<file path="config.mk">
export PLATFORM = sky130hd
export DESIGN_NAME = incr_arbiter
export DESIGN_NICKNAME = d
export VERILOG_FILES = /design/src/rtl/incr_arbiter.sv
export SDC_FILE = /design/constraint.sdc
export NUM_CORES = 1
export LEC_CHECK = 0
export CAP_MARGIN = 20
export CORE_MARGIN = 1.5
export CORE_UTILIZATION = 60
export CTS_BUF_LIST = sky130_fd_sc_hd__clkbuf_8
export DETAILED_ROUTE_END_ITERATION = 10
export DONT_BUFFER_PORTS = 1
export PLACE_DENSITY = 0.76
export SLEW_MARGIN = 0
export SYNTH_ARGS = -nofsm -noshare
export SYNTH_HDL_FRONTEND = slang
export SYNTH_SLANG_ARGS = --single-unit
</file>
<file path="constraint.sdc">
create_clock -name clk -period 2.2 [get_ports clk]
set_input_delay 0.44 -clock clk [delete_from_list [all_inputs] [get_ports clk]]
set_output_delay 0.44 -clock clk [all_outputs]
set_load 0.1 [all_outputs]
</file>
<file path="src/rtl/incr_arbiter.sv">
// Request arbiter that grants one requester, increments its operand and returns the result.
// Define ARB_RR_EN for round-robin arbitration; the default build uses fixed lowest-index priority.
module incr_arbiter #(
    parameter int unsigned N_REQ = 4,
    parameter int unsigned DW    = 4
) (
    input  logic                clk,
    input  logic                rst_n,
    input  logic [N_REQ-1:0]    req,
    input  logic [N_REQ*DW-1:0] op_in,
    output logic [N_REQ-1:0]    gnt,
    output logic                busy,
    output logic                res_valid,
    output logic [2:0]          res_id,
    output logic [DW-1:0]       res_data,
    output logic                res_carry
);

    typedef enum logic [1:0] {StIdle, StGrant, StExec, StDone} state_e;

    localparam logic [DW:0] One = 1;

    state_e        state_q, state_d;
    logic [2:0]    winner_q, winner_d;
    logic [DW-1:0] op_q, op_d;
    logic [2:0]    res_id_q, res_id_d;
    logic [DW-1:0] res_data_q, res_data_d;
    logic          res_carry_q, res_carry_d;
    logic [2:0]    pick_idx;
    logic [DW-1:0] op_sel;
    logic [DW:0]   sum;

`ifdef ARB_RR_EN
    logic [2:0] ptr_q, ptr_d;
    logic [2:0] any_idx, hi_idx;
    logic       hi_found;

    // Lowest set bit at or above the pointer, else wrap to the lowest set bit overall.
    always_comb begin
        any_idx  = '0;
        hi_idx   = '0;
        hi_found = 1'b0;
        for (int i = int'(N_REQ) - 1; i >= 0; i--) begin
            if (req[i]) begin
                any_idx = 3'(i);
                if (3'(i) >= ptr_q) begin
                    hi_idx   = 3'(i);
                    hi_found = 1'b1;
                end
            end
        end
        pick_idx = hi_found ? hi_idx : any_idx;
    end
`else
    always_comb begin
        pick_idx = '0;
        for (int i = int'(N_REQ) - 1; i >= 0; i--) begin
            if (req[i]) begin
                pick_idx = 3'(i);
            end
        end
    end
`endif

    always_comb begin
        op_sel = '0;
        for (int i = 0; i < int'(N_REQ); i++) begin
            if (winner_q == 3'(i)) begin
                op_sel = op_in[i*DW +: DW];
            end
        end
    end

    assign sum = {1'b0, op_q} + One;

    always_comb begin
        state_d     = state_q;
        winner_d    = winner_q;
        op_d        = op_q;
        res_id_d    = res_id_q;
        res_data_d  = res_data_q;
        res_carry_d = res_carry_q;
`ifdef ARB_RR_EN
        ptr_d       = ptr_q;
`endif
        case (state_q)
            StIdle: begin
                if (|req) begin
                    state_d  = StGrant;
                    winner_d = pick_idx;
`ifdef ARB_RR_EN
                    ptr_d    = (pick_idx == 3'(N_REQ - 1)) ? 3'd0 : pick_idx + 3'd1;
`endif
                end
            end
            StGrant: begin
                state_d = StExec;
                op_d    = op_sel;
            end
            StExec: begin
                state_d     = StDone;
                res_id_d    = winner_q;
                res_data_d  = sum[DW-1:0];
                res_carry_d = sum[DW];
            end
            StDone:  state_d = StIdle;
            default: state_d = StIdle;
        endcase
    end

    always_ff @(posedge clk) begin
        if (!rst_n) begin
            state_q     <= StIdle;
            winner_q    <= '0;
            op_q        <= '0;
            res_id_q    <= '0;
            res_data_q  <= '0;
            res_carry_q <= 1'b0;
`ifdef ARB_RR_EN
            ptr_q       <= '0;
`endif
        end else begin
            state_q     <= state_d;
            winner_q    <= winner_d;
            op_q        <= op_d;
            res_id_q    <= res_id_d;
            res_data_q  <= res_data_d;
            res_carry_q <= res_carry_d;
`ifdef ARB_RR_EN
            ptr_q       <= ptr_d;
`endif
        end
    end

    always_comb begin
        gnt = '0;
        for (int i = 0; i < int'(N_REQ); i++) begin
            gnt[i] = (state_q == StGrant) && (winner_q == 3'(i));
        end
    end

    assign busy      = (state_q != StIdle);
    assign res_valid = (state_q == StDone);
    assign res_id    = res_id_q;
    assign res_data  = res_data_q;
    assign res_carry = res_carry_q;

endmodule
</file>
==> results of run 1 <==
cells in the mapped netlist (all sizes together):
| library cell | instances |
|---|---|
| or4 | 1 |
| ha | 6 |
| a21oi | 4 |
| nor3b | 1 |
| xnor2 | 1 |
| xor2 | 1 |
| inv | 6 |
| conb | 1 |
| and3 | 2 |
| a211oi | 1 |
| dfxtp | 15 |
| o21ai | 4 |
| nor3 | 1 |
| nor2 | 11 |
| nand2 | 5 |
| mux2i | 10 |
| mux4 | 4 |
| nand2b | 1 |
| nor2b | 1 |
| nand4 | 1 |
| nand3 | 1 |
| clkbuf | 3 |
| buf | 3 |
| o21a | 1 |
cell type report:
type	count	area (sq um)	area share, %
multi-input cells	58	483.0	49.55
flip-flops and latches	15	300.3	30.81
repair buffers	14	105.1	10.78
clock buffers	3	41.29	4.236
inverters	6	22.52	2.311
well taps	15	18.77	1.926
clock inverters	1	3.754	0.3851
layout by cell type (no fill, tap or decap):
cell type | Yosys | final
a211oi_1 | 1 | 1
a21oi_1 | 4 | 4
and3_1 | 2 | 2
buf_4 | 1 | 14
clkbuf_8 | 0 | 3
conb_1 | 1 | 1
dfxtp_1 | 15 | 15
ha_1 | 6 | 6
inv_1 | 6 | 7
mux2i_1 | 10 | 10
mux4_2 | 4 | 4
nand2_1 | 5 | 5
nand2b_1 | 1 | 1
nand3_1 | 1 | 1
nand4_1 | 1 | 1
nor2_1 | 10 | 9
nor2_2 | 0 | 1
nor2_4 | 1 | 1
nor2b_1 | 1 | 1
nor3_1 | 1 | 1
nor3b_4 | 0 | 1
o21a_1 | 1 | 1
o21ai_0 | 4 | 4
or4_4 | 1 | 1
xnor2_1 | 1 | 1
xor2_1 | 1 | 1
worst paths after layout:
path               start          end  slack (ns)  cells past startpoint
min                rst_n  winner_q[1]        0.32                      2
max           state_q[1]       gnt[0]        0.29                      4
max reg2reg  winner_q[0]      op_q[2]        0.61                      3
min reg2reg  res_data[2]  res_data[2]        0.49                      2
stage by stage:
| step | total power (W) | setup TNS, ns | instances | cell area (sq um) | hold WS, ns |
|---|---|---|---|---|---|
| 3_3_place_gp | 0.001307 | 0 | 108 | 929.6 | 0.4752 |
| 2_1_floorplan | 0.001173 | -0.3215 | 85 | 834.6 | 0.4709 |
| 3_5_place_dp | 0.001334 | 0 | 108 | 929.6 | 0.4911 |
| 6_report | 0.001563 | 0 | 112 | 974.7 | 0.3162 |
| 5_1_grt | 0.001635 | 0 | 112 | 974.7 | 0.3270 |
| 4_1_cts | 0.001567 | 0 | 112 | 974.7 | 0.3042 |
where the power goes:
part           switching [W]  total (W)  leakage [nW]  internal (W)
sequential         0.0000954   0.000443         0.123      0.000347
clock              0.0000990   0.000223        0.0269      0.000124
combinational       0.000626   0.000897         0.265      0.000272
total               0.000820    0.00156         0.414      0.000743
registers in the layout, summed over array words and instances, names as in the netlist:
name / cells
op_q: 4
res_id: 2
winner_q: 2
res_carry: 1
res_data: 4
state_q: 2
layer usage:
layer	up-vias	GRT usage [%]	wire [microns]
met1	316	31.25	753
met4	0	18.10	59
met5	-	0	0
met2	26	40.73	847
met3	6	11.67	128
li1	311	-	-
kinds of logic (layout without fill, tap and decap cells):
family,Yosys count,count (layout),synth area share (%)
buffers and inverters,12,24,6.959
AND/OR/NAND/NOR,25,25,15.43
XOR/XNOR,2,2,2.118
AO/OA/AOI/OAI,10,10,6.657
adder cells (fa/ha/maj),6,6,9.077
other,1,1,0.4534
multiplexers,14,14,23.00
flip-flops,15,15,36.31
==> metrics, run 1 <==
CP max FO 5; post-layout util 75.85%; die area 1610 sq um; Final GP Congestion 0.8112; PD cells 1604 nW/um^2; vias 659; Synth warnings 0; DRC 0; crit path cell chain inv_1 > ha_1 > nor3b_4 > buf_4; fmax 0.5227 GHz; post-CTS setup buffers 0; post-route setup slack 0.2867 ns; crit end category output port; GRT Resource Usage Total 27.22%; Synthesized Nets 113; fraction of layout cells with a size suffix above 1 25.77%; CTS Root Cell clkbuf_8; worst path bufs/invs 2; class of the most critical setup path flop to output port; CTS max path bufs 2; clock skew 0.002963 ns; Core ar. 1285 sq um; # Max-Cap Violations 0; cell family with most CP delay buffers and inverters; Ant. Diodes 0; first-pass GRT wire length 2.677 mm; clock sink count 15; hpwl dp 1.325 mm; Mapped Cells 85; CTS tree yes; Skew-Pair Late Insertion Delay 0.25 ns; Setup Slack @ Placement 0.5653 ns; worst hold path class primary input to flop; max incr delay on CP 0.34 ns; share of the synthesized area in the top cell type 36.31%; post-layout minimum cycle time 1.913 ns; Inserted Clock Buffers 3; routed vias/inst 5.884; GR Overflow Total 0; post-route ant nets 0; total wire length 1.787 mm; die width 40.13 microns; Avg Inst Size Synth 9.730 sq um; Initial Utilization 64.36%; CTS Hold Buffers Added 0; Leak 0.4145 nW; slowest cell on the critical path dfxtp_1; FP Rows 13; P&R area growth vs syn 17.85%; final count of pins violating max slew 0; critical path arrival 1.47 ns; DR iter-0 viols 10; Die Ht 40.13 microns; dominant cells by area after synthesis dfxtp_1 (36%), mux2i_1 (12%), mux4_2 (11%); Max VDD drop 0.8932 mV; IO Port Bufs 0; Hold Fails Final Rpt 0; H-Tree Depth 1; First-pass DRT Iterations 4; vias in the first global route 598; FF+latch count, synth 15; Period Utilization, post-route 86.97%; synth unique cells 27; clock-pin slew of the registers on the worst-case setup and hold paths 0.06 ns; post-CTS sizing 0; unrepaired setup endpoints after global routing false; outcome completed; dominant cell type by area after synthesis dfxtp_1; maximum number of pins on one net before global-route repair 12; Setup Viol. Count Final 0; Worst EP required 1.76 ns; # fillers 100; # IOs 36; DR WL/cell 15.96 microns; Syn Std Cell Area 827.0 sq um; crit start category flop; final layout net count 126; post-synthesis sequential area ratio 36.31%; initial antenna violation count 0
Power figures use the tool's default switching activity.
==> run 2, diff against run 1 <==
--- a/config.mk
+++ b/config.mk
@@ -7,11 +7,12 @@
 export LEC_CHECK = 0
 export CAP_MARGIN = 20
 export CORE_MARGIN = 1.5
-export CORE_UTILIZATION = 60
+export CORE_UTILIZATION = 24
 export CTS_BUF_LIST = sky130_fd_sc_hd__clkbuf_8
 export DETAILED_ROUTE_END_ITERATION = 10
 export DONT_BUFFER_PORTS = 1
-export PLACE_DENSITY = 0.76
+export REMOVE_ABC_BUFFERS = 1
+export SKIP_CTS_REPAIR_TIMING = 1
 export SLEW_MARGIN = 0
 export SYNTH_ARGS = -nofsm -noshare
 export SYNTH_HDL_FRONTEND = slang
==> metrics, run 2 (synthesis results as in run 1) <==
Slew @ Worst Pin 0.5067 ns; max_slew headroom 66.18%; Core ar. 3311 sq um; FP Rows 21; worst hold path class primary input to flop; clock-pin slew of the registers on the worst-case setup and hold paths 0.06 ns; slowest cell on the critical path ha_1; clock sink count 15; Fin Setup TNS 0 ns; Skew-Pair Late Insertion Delay 0.24 ns; Leak 0.4139 nW; Max VDD drop 0.8090 mV; final layout net count 125; maximum number of pins on one net before global-route repair 12; most frequent cells in the layout dfxtp_1 (15), buf_4 (12), mux2i_1 (10); worst path bufs/invs 2; initial antenna violation count 0; Ant. Diodes 0; DR iter-0 viols 23; outcome completed; crit end category output port; Die Ht 61.70 microns; vias in the first global route 573; cell family with most CP delay adder cells; first-pass GRT wire length 2.849 mm; Setup Slack @ Placement 0.4289 ns; PD cells 1538 nW/um^2; routed vias/inst 4.380; crit start category flop; GRT Resource Usage Total 10.41%; fin area 1018 sq um; Period Utilization, post-route 91.57%; DRC 0; commonest non-fill, non-tap cell in the layout dfxtp_1; share of power burned in registers 28.5%; Comb power frac 57.4%; CP max FO 8; GR Overflow Total 0; switching power 0.0008141 W; die area 3807 sq um; overall power 0.001566 W; H-Tree Depth 1; unrepaired setup endpoints after global routing false; Inserted Clock Buffers 3; fraction of layout cells with a size suffix above 1 26.04%; CTS max path bufs 2; CTS Root Cell clkbuf_8; # IOs 36; DR WL/cell 13.38 microns; Setup Viol. Count Final 0; post-layout minimum cycle time 2.015 ns; final count of pins violating max slew 0; vias 622; die width 61.70 microns; Hold Fails Final Rpt 0; clock skew 0.002315 ns; First-pass DRT Iterations 4; # fillers 362; # Max-Cap Violations 0; fmax 0.4964 GHz; class of the most critical setup path flop to output port; clock network power share 14.1%; CTS tree yes; critical path arrival 1.57 ns; crit path cell chain inv_1 > ha_1 > nor3b_2 > clkbuf_16; IO Port Bufs 0; area of the multi-input gates 476.7 sq um; hpwl dp 1.510 mm; Final GP Congestion 0.7995; placed cell area 972.2 sq um; Initial Utilization 24.98%; max incr delay on CP 0.35 ns; Worst EP required 1.76 ns; Register Area 300.3 sq um; internal power 0.0007523 W; P&R area growth vs syn 23.15%; post-route setup slack 0.1854 ns; post-route ant nets 0; sw frac 51.97%; total wire length 1.900 mm
==> run 2: power by group through the flow <==
stage / clock network (W) / logic (W) / registers [W]
after floorplan: 0 / 0.000543 / 0.000601
after global placement: 0 / 0.000884 / 0.000444
after detailed placement: 0 / 0.000903 / 0.000454
after CTS: 0.000226 / 0.000907 / 0.000449
after global routing: 0.000243 / 0.000956 / 0.000461
final: 0.000221 / 0.000899 / 0.000446
==> run 2: layer usage <==
| layer | vias to the layer above | share of wire (%) | track usage, % |
|---|---|---|---|
| li1 | 309 | - | - |
| met1 | 286 | 42 | 12.33 |
| met2 | 25 | 51 | 18.35 |
| met3 | 2 | 6.5 | 4.348 |
| met4 | 0 | 0.21 | 0.9119 |
| met5 | - | 0 | 0 |
==> run 2: stage by stage <==
stage,hold slack (ns),util (%),instances
final,0.3032,30.76,142
after CTS,0.3008,30.76,142
after floorplan,0.4709,-,79
after detailed placement,0.4835,29.37,138
after global placement,0.4743,29.37,138
after global routing,0.3058,30.76,142
==> run 2: final timing paths <==
path              cells past startpoint        start  slack, ns           to
hold reg to reg                       2  res_data[2]       0.49  res_data[2]
setup reg to reg                      3  winner_q[0]       0.66      op_q[3]
hold / removal                        2        rst_n       0.30  winner_q[1]
setup / recovery                      4   state_q[1]       0.19       gnt[0]
==> run 2: final cells by class <==
cell class / count / area share, %
clock buffers: 3 / 4.054
clock inverters: 1 / 0.4914
inverters: 6 / 2.211
multi-input cells: 58 / 46.81
repair buffers: 13 / 11.30
flip-flops and latches: 15 / 29.48
well taps: 46 / 5.651
